<file path="config.mk">
export PLATFORM = sky130hd
export DESIGN_NAME = dev_bridge
export DESIGN_NICKNAME = d
export VERILOG_FILES = /design/src/rtl/dev_bridge_pkg.sv /design/src/rtl/dev_bridge_irq_capture.sv /design/src/rtl/dev_bridge.sv
export SDC_FILE = /design/constraint.sdc
export NUM_CORES = 1
export LEC_CHECK = 0
export CORE_MARGIN = 4
export CORE_UTILIZATION = 38
export CTS_CLUSTER_SIZE = 10
export DETAILED_ROUTE_END_ITERATION = 16
export PLACE_DENSITY = 0.89
export SLEW_MARGIN = 25
export SYNTH_ARGS = -nofsm -noshare
export SYNTH_HDL_FRONTEND = slang
export SYNTH_SLANG_ARGS = --single-unit
</file>
<file path="constraint.sdc">
create_clock -name i_clk -period 2.1 [get_ports i_clk]
set_input_delay 0.21 -clock i_clk [delete_from_list [all_inputs] [get_ports i_clk]]
set_output_delay 0.21 -clock i_clk [all_outputs]
set_load 0.05 [all_outputs]
</file>
<file path="src/rtl/dev_bridge_pkg.sv">
// Shared constants, FSM encoding and address-decode helper for the device bus bridge.
package dev_bridge_pkg;

  localparam logic [31:0] TC0_BASE = 32'h0000_7F00;
  localparam logic [31:0] TC1_BASE = 32'h0000_7F10;
  localparam logic [31:0] BRG_BASE = 32'h0000_7F20;

  localparam logic [1:0] REG_MASK    = 2'd0;
  localparam logic [1:0] REG_PENDING = 2'd1;
  localparam logic [1:0] REG_STATUS  = 2'd2;

  typedef enum logic [1:0] {StIdle, StAccess, StResp} state_e;

  typedef enum logic [1:0] {SEL_TC0, SEL_TC1, SEL_BRG, SEL_NONE} sel_e;

  // Each window is 16 bytes, so only bits [31:4] take part in the decode.
  function automatic sel_e decode(input logic [31:4] addr_hi);
    if (addr_hi == TC0_BASE[31:4]) return SEL_TC0;
    if (addr_hi == TC1_BASE[31:4]) return SEL_TC1;
    if (addr_hi == BRG_BASE[31:4]) return SEL_BRG;
    return SEL_NONE;
  endfunction

endpackage

</file>
<file path="src/rtl/dev_bridge_irq_capture.sv">
// Rising-edge interrupt capture into PENDING, MASK register and registered hw_int lines.
module dev_bridge_irq_capture
  import dev_bridge_pkg::*;
(
  input  logic       i_clk,
  input  logic       i_rst_n,
  input  logic [1:0] i_irq,
  input  logic       i_mask_we,
  input  logic [1:0] i_mask_wdata,
  input  logic [1:0] i_pend_w1c,
  output logic [1:0] o_mask,
  output logic [1:0] o_pending,
  output logic [1:0] o_hw_int
);

  logic [1:0] r_irq_prev;
  logic [1:0] r_mask;
  logic [1:0] r_pending;
  logic [1:0] r_hw_int;
  logic [1:0] w_rise;

  assign w_rise = i_irq & ~r_irq_prev;

  always_ff @(posedge i_clk or negedge i_rst_n) begin
    if (!i_rst_n) begin
      r_irq_prev <= 2'b00;
      r_mask     <= 2'b00;
      r_pending  <= 2'b00;
      r_hw_int   <= 2'b00;
    end else begin
      r_irq_prev <= i_irq;
      if (i_mask_we) r_mask <= i_mask_wdata;
      // A fresh edge beats a same-cycle clear so no interrupt is lost.
      r_pending  <= (r_pending & ~i_pend_w1c) | w_rise;
      r_hw_int   <= r_pending & r_mask;
    end
  end

  assign o_mask    = r_mask;
  assign o_pending = r_pending;
  assign o_hw_int  = r_hw_int;

endmodule

</file>
<file path="src/rtl/dev_bridge.sv">
// CPU-side device bus bridge: decodes TC0/TC1/bridge windows and runs a 3-cycle req/ready access.
module dev_bridge
  import dev_bridge_pkg::*;
(
  input  logic        i_clk,
  input  logic        i_rst_n,
  input  logic        i_cpu_req,
  input  logic        i_cpu_we,
  input  logic [31:0] i_cpu_addr,
  input  logic [31:0] i_cpu_wdata,
  output logic [31:0] o_cpu_rdata,
  output logic        o_cpu_ready,
  output logic [1:0]  o_hw_int,
  output logic [1:0]  o_dev_addr,
  output logic [31:0] o_dev_wdata,
  output logic        o_dev_we0,
  output logic        o_dev_we1,
  input  logic [31:0] i_dev_rdata0,
  input  logic [31:0] i_dev_rdata1,
  input  logic        i_dev_irq0,
  input  logic        i_dev_irq1
);

  state_e      r_state;
  sel_e        r_sel;
  logic        r_we;
  logic [1:0]  r_dev_addr;
  logic [31:0] r_dev_wdata;
  logic        r_dev_we0;
  logic        r_dev_we1;
  logic [31:0] r_cpu_rdata;
  logic        r_cpu_ready;
  logic        r_bus_err;

  logic        w_brg_wr;
  logic        w_mask_we;
  logic [1:0]  w_pend_w1c;
  logic [1:0]  w_mask;
  logic [1:0]  w_pending;
  logic [31:0] w_rdata;
  logic        w_unused;

  assign w_unused = ^i_cpu_addr[1:0];

  assign w_brg_wr   = (r_state == StAccess) && r_we && (r_sel == SEL_BRG);
  assign w_mask_we  = w_brg_wr && (r_dev_addr == REG_MASK);
  assign w_pend_w1c = (w_brg_wr && (r_dev_addr == REG_PENDING)) ? r_dev_wdata[1:0] : 2'b00;

  always_comb begin
    w_rdata = 32'h0;
    unique case (r_sel)
      SEL_TC0: w_rdata = i_dev_rdata0;
      SEL_TC1: w_rdata = i_dev_rdata1;
      SEL_BRG: begin
        case (r_dev_addr)
          REG_MASK:    w_rdata = {30'h0, w_mask};
          REG_PENDING: w_rdata = {30'h0, w_pending};
          REG_STATUS:  w_rdata = {28'h0, i_dev_irq1, i_dev_irq0, 1'b0, r_bus_err};
          default:     w_rdata = 32'h0;
        endcase
      end
      default: w_rdata = 32'h0;
    endcase
  end

  always_ff @(posedge i_clk or negedge i_rst_n) begin
    if (!i_rst_n) begin
      r_state     <= StIdle;
      r_sel       <= SEL_NONE;
      r_we        <= 1'b0;
      r_dev_addr  <= 2'b00;
      r_dev_wdata <= 32'h0;
      r_dev_we0   <= 1'b0;
      r_dev_we1   <= 1'b0;
      r_cpu_rdata <= 32'h0;
      r_cpu_ready <= 1'b0;
      r_bus_err   <= 1'b0;
    end else begin
      r_cpu_ready <= 1'b0;
      case (r_state)
        StIdle: begin
          // The request is still held during the ready cycle; do not take it twice.
          if (i_cpu_req && !r_cpu_ready) begin
            r_we        <= i_cpu_we;
            r_sel       <= decode(i_cpu_addr[31:4]);
            r_dev_addr  <= i_cpu_addr[3:2];
            r_dev_wdata <= i_cpu_wdata;
            r_dev_we0   <= i_cpu_we && (decode(i_cpu_addr[31:4]) == SEL_TC0);
            r_dev_we1   <= i_cpu_we && (decode(i_cpu_addr[31:4]) == SEL_TC1);
            r_state     <= StAccess;
          end
        end
        StAccess: begin
          r_dev_we0 <= 1'b0;
          r_dev_we1 <= 1'b0;
          if (!r_we) r_cpu_rdata <= w_rdata;
          if (r_sel == SEL_NONE) begin
            r_bus_err <= 1'b1;
          end else if (w_brg_wr && (r_dev_addr == REG_STATUS) && r_dev_wdata[0]) begin
            r_bus_err <= 1'b0;
          end
          r_state <= StResp;
        end
        StResp: begin
          r_cpu_ready <= 1'b1;
          r_state     <= StIdle;
        end
        default: r_state <= StIdle;
      endcase
    end
  end

  dev_bridge_irq_capture u_irq_capture (
    .i_clk        (i_clk),
    .i_rst_n      (i_rst_n),
    .i_irq        ({i_dev_irq1, i_dev_irq0}),
    .i_mask_we    (w_mask_we),
    .i_mask_wdata (r_dev_wdata[1:0]),
    .i_pend_w1c   (w_pend_w1c),
    .o_mask       (w_mask),
    .o_pending    (w_pending),
    .o_hw_int     (o_hw_int)
  );

  assign o_cpu_rdata = r_cpu_rdata;
  assign o_cpu_ready = r_cpu_ready;
  assign o_dev_addr  = r_dev_addr;
  assign o_dev_wdata = r_dev_wdata;
  assign o_dev_we0   = r_dev_we0;
  assign o_dev_we1   = r_dev_we1;

endmodule

</file>
Yosys cells after proc, flatten, opt, wreduce, memory -nomap -nowiden. Index checks and enable logic that the tools add are counted.

Output and inout port bits: 71. Bits in registers: 83. Word-level logic and storage cells: 85.

Reduce and logical (&&, ||, !) cells: 20. Mux-type cells: 32. Eq/ne operators: 12. Bitwise operators: 7.

Operator list (number): one-hot mux 32 bit (3 select lines) (1); equality test 28 x 11 -> 1 bit (second input constant) (3); 2-to-1 mux 2 bit (10); 2-to-1 mux 1 bit (17); one-hot mux 4 bit (3 select lines) (1); logical AND 1 bit (9); equality test 2 x 1 -> 1 bit (second input constant) (4); equality test 2 bit (second input constant) (4); logical NOT 2 bit (4); AND reduction 2 bit (4); AND 2 bit (3); NOT 2 bit (2); one-hot mux 1 bit (2 select lines) (2); one-hot mux 2 bit (2 select lines) (1); nonzero test 2 bit (2); inequality test 2 bit (second input constant) (1); OR 2 bit (1); logical NOT 1 bit (1); NOT 1 bit (1).

Depth between registers and ports, before layout.
Depth after elaboration: 20. Gate-level depth with buffers: 6. Mapped depth without buffers: 4.

Cells and area by module. Synthesis repeated with hierarchy kept, for this count alone.

Cells, all modules: 295. Area total of the unflattened synthesis: 3628.5 um^2.

By module, submodules not included: dev_bridge (cells each 277, times used 1, area each 3358.2 um^2, sequential area each 1879.3 um^2); dev_bridge_irq_capture (cells each 18, times used 1, area each 270.3 um^2, sequential area each 200.2 um^2).

Worst setup path before layout. Ideal clock, no wire load.

Path type: reg2reg. Start point: reg r_cpu_ready (netlist: o_cpu_ready). End point: reg r_dev_wdata[10] (netlist: o_dev_wdata[10]). Arrival time: 1628 ps. Library setup time: 125 ps. Cell stages (with the launch flop): 4. Clock period less this slack: 1752 ps. Required time: 1975 ps. Buffers on the path: 1. Path slack: 348 ps. Cells stage by stage: dfrtp_1 nor4b_2 buf_2 mux2_2.

Word-level cells in the longest chain between the ends: 3.

Ends and longest elaborated chain: from (decl) (line dev_bridge.sv:32) `logic r_cpu_ready;`; from (signal assigned) (line dev_bridge.sv:76) `r_cpu_ready <= 1'b0;`; from (signal assigned) (line dev_bridge.sv:79) `r_cpu_ready <= 1'b0;`; from (signal assigned) (line dev_bridge.sv:105) `r_cpu_ready <= 1'b1;`; logical NOT 1 bit (line dev_bridge.sv:83) `if (i_cpu_req && !r_cpu_ready) begin`; logical AND 1 bit (line dev_bridge.sv:83); AND reduction 2 bit (no source line); to (signal assigned) (line dev_bridge.sv:87) `r_dev_wdata <= i_cpu_wdata;`; to (decl) (line dev_bridge.sv:28) `logic [31:0] r_dev_wdata;`.

No other way between the ends. A chain may end at the register's enable or synchronous reset.

Worst setup path in the final report.
Start point: reg r_dev_addr[0] (netlist: o_dev_addr[0]). End point: out o_dev_addr[0].

RTL lines: from (decl) (line dev_bridge.sv:27) `logic [1:0] r_dev_addr;`; from (signal assigned) (line dev_bridge.sv:86) `r_dev_addr <= i_cpu_addr[3:2];`; to (decl) (line dev_bridge.sv:14) `output logic [1:0] o_dev_addr,`.

No word-level cell between the ends.

==> results.py <==
metrics = {
    "clock_tree": {
        "clk_pin_slew_ps": 90,
        "hold_buffers": 1,
        "clockBufferDepth": 2,
        "htree_levels": 3,
        "cts_buffers": 9,
        "clkLatencyLatePin_ps": 340,
        "ctsResizeCount": 0,
        "clock_sinks": 83,
        "tritoncts": "yes",
        "cts-root-buf": "clkbuf_8",
        "cts_setup_buffers": 0,
    },
    "min_path": {
        "min_path_type": "in2async",
    },
    "setup_path": {
        "cpLargestDelayFamily": "buffers and inverters",
        "worstPathCellList": "clkdlybuf4s50_1",
        "rrSetupSlack_ps": 470,
        "path_buf_inv": 1,
        "worstRegToRegCells": 4,
        "cp_slowest_cell": "clkdlybuf4s50_1",
        "worstPathArrival_ps": 1730,
        "rr_endpoint": "u_irq_capture.o_mask[0]$_DFFE_PN0P_",
        "max_stage_delay_ps": 880,
        "cp-endpoint": "o_dev_addr[0]",
        "crit_type": "reg2out",
        "cp-start-kind": "flop",
        "cp.required_ps": 1890,
        "critPathMaxFanout": 8,
        "path_depth": 1,
        "crit_path_end_kind": "output pin",
        "r2r_start": "r_sel[0]$_DFFE_PN1P_",
        "startpoint": "o_dev_addr[0]$_DFFE_PN0P_",
    },
    "run_status": {
        "outcome": "completed",
    },
    "route": {
        "via_count": 3069,
        "route.met3.wl_um": 787,
        "routedWlPerCell_um": 16.2,
        "drtPass1Iterations": 4,
        "antenna_left": 0,
        "drt-met1-wl_um": 3850,
        "drc": 0,
        "via_per_inst": 4.87,
        "drt-total-wl_um": 10200,
        "dr_wl_met2_um": 5500,
        "drtIter0Drc": 130,
        "route.top_layer_used": "met4",
    },
    "synth": {
        "yosysSeqAreaShare": 0.578,
        "synth.largest_area_cell": "dfrtp_1",
        "synth_edf_count": 0,
        "synthTopCellsByArea": "dfrtp_1 56%, mux2_2 12%, mux2i_1 9.2%, o31ai_1 5.8%, nand2_1 3.9%",
        "ys_top_cells_by_count": "81 x dfrtp_1, 37 x mux2_2, 37 x nand2_1",
        "yosysWarnings": 0,
        "post-synth-top-count-cell": "dfrtp_1",
        "ys_ff_latch": 83,
        "syn-num-nets": 423,
        "async_flop_share": 1.00,
        "ys_types": 29,
        "yosysTopAreaCellShare": 0.563,
        "postSynthCellCount": 289,
        "synthFlopType": "dfrtp_1",
        "syn_area_sq_mm": 0.00360,
        "syn_area_per_cell_sq_um": 12.5,
    },
    "global_route": {
        "grt_pass1_vias": 3303,
        "grt_pass1_wl_um": 16300,
        "grt_usage": 0.184,
        "antenna_found_initial": 0,
        "grt.overflow.total": 0,
        "grt_max_degree": 64,
    },
    "placed_design": {
        "placed_cell_area_sq_mm": 0.00581,
        "port_buffers": 202,
        "routabilityCongestion": 0.728,
        "detailedPlace.worstSlack_ps": 139,
        "dp_hpwl_um": 8050,
    },
    "pwr": {
        "p_leak_nw": 2.55,
        "powerDensity_mw_per_mm2": 1280,
        "ir_drop_mv": 0.937,
    },
    "timing": {
        "setup_tns_ps": 0,
        "relSlewSlack": 0.639,
        "hold_viol_final": 0,
        "clock_skew_ps": 10.7,
        "period_share": 0.923,
        "holdWs_ps": 318,
        "period_minus_slack_ps": 1940,
        "fin_ws_ps": 161,
        "drv_slew": 0,
        "max_freq_ghz": 0.516,
        "rsz0062_at_grt": "false",
        "setup_viol": 0,
        "tightest_slew_ps": 540,
    },
    "floorplan": {
        "die_h_um": 105,
        "initial_core_util": 0.389,
        "core.rowCount": 35,
        "die_w_um": 105,
        "ioPinCount": 205,
        "dieArea_sq_mm": 0.0111,
        "core_area_sq_mm": 0.00924,
    },
    "cells_and_area": {
        "diodes": 0,
        "drive_above_1_share": 0.148,
        "area_delta_synth_final_pct": 67.4,
        "stdcell_area_sq_mm": 0.00602,
        "nNetsFinal": 630,
    },
    "job": {
        "cap_violations": 0,
    },
}
[worst reg2reg max path: stages (launching register included)]
cell,delay [ps]
dfstp_2,730
nor2_1,120
and4_1,240
nor2b_1,160
mux2_2,280
[stage by stage]
step | std cells | power, mW | utilization
after detailed placement | 613 | 6.63 | 0.629
after CTS | 630 | 7.83 | 0.652
after global placement | 613 | 6.52 | 0.629
after floorplan | 289 | 5.09 | -
after global routing | 630 | 8.15 | 0.652
final | 630 | 7.72 | 0.652
[report_power, final]
| group | internal, mW | total [mW] | switching [mW] |
|---|---|---|---|
| clock network | 0.568 | 1.17 | 0.599 |
| registers | 2.08 | 2.42 | 0.346 |
| logic | 1.70 | 4.13 | 2.44 |
| total | 4.34 | 7.72 | 3.38 |
[routing by layer]
metal | vias to the layer above | GRT usage
li1 | 1452 | -
met1 | 1494 | 0.204
met2 | 119 | 0.333
met3 | 4 | 0.0698
met4 | 0 | 0.0412
met5 | - | 0
[cells by family (layout without fill, tap and decap cells)]
logic type / after synthesis / after routing / share of synthesized area
mux: 71 / 71 / 0.212
flops: 83 / 83 / 0.578
buf+inv: 23 / 235 / 0.0261
compound gates: 46 / 46 / 0.0918
simple gates: 66 / 66 / 0.0925
[cells in the final DEF (no fill, tap or decap), types with 2 or more instances in the layout]
cell and n:
a22o_1 2, a31oi_1 3, and2_1 3, and4b_1 2, buf_4 12, clkbuf_8 9, clkdlybuf4s50_1 201, dfrtp_1 81
dfstp_2 2, inv_1 4, inv_6 2, mux2_2 37, mux2i_1 33, nand2_1 36, nand3_1 4, nor2_1 8
nor2b_1 4, nor4_1 2, o21ai_0 8, o31ai_1 28, or4_4 2
[worst min path at each step]
stage,startpoint,end,slack (ps),cells after the start
2_1_floorplan,i_rst_n,o_cpu_rdata[0]$_DFFE_PN0P_,-90,0
3_3_place_gp,i_rst_n,o_dev_wdata[5]$_DFFE_PN0P_,140,1
3_5_place_dp,i_rst_n,o_dev_wdata[5]$_DFFE_PN0P_,140,1
4_1_cts,i_rst_n,o_dev_wdata[23]$_DFFE_PN0P_,300,2
5_1_grt,i_rst_n,o_dev_wdata[23]$_DFFE_PN0P_,310,2
6_report,i_rst_n,o_dev_wdata[5]$_DFFE_PN0P_,320,2
[flip-flops by register name (all words and copies together), names as in the netlist]
register                  flops
o_cpu_rdata                  32
o_dev_wdata                  32
o_dev_addr                    2
r_sel                         2
r_state                       2
u_irq_capture.o_hw_int        2
u_irq_capture.o_mask          2
u_irq_capture.o_pending       2
u_irq_capture.r_irq_prev      2
o_cpu_ready                   1
o_dev_we0                     1
o_dev_we1                     1
r_bus_err                     1
r_we                          1
[area by class of cell]
type                            count  area, sq um
Fill cell                         753         3220
Inverter                            4         15.0
Clock buffer                       10          128
Sequential cell                    83         2080
Clock inverter                      6         72.6
Tap cell                          129          161
Multi-Input combinational cell    183         1440
Timing Repair Buffer              215         2130
No activity file was read; power rests on OpenSTA's default activity.
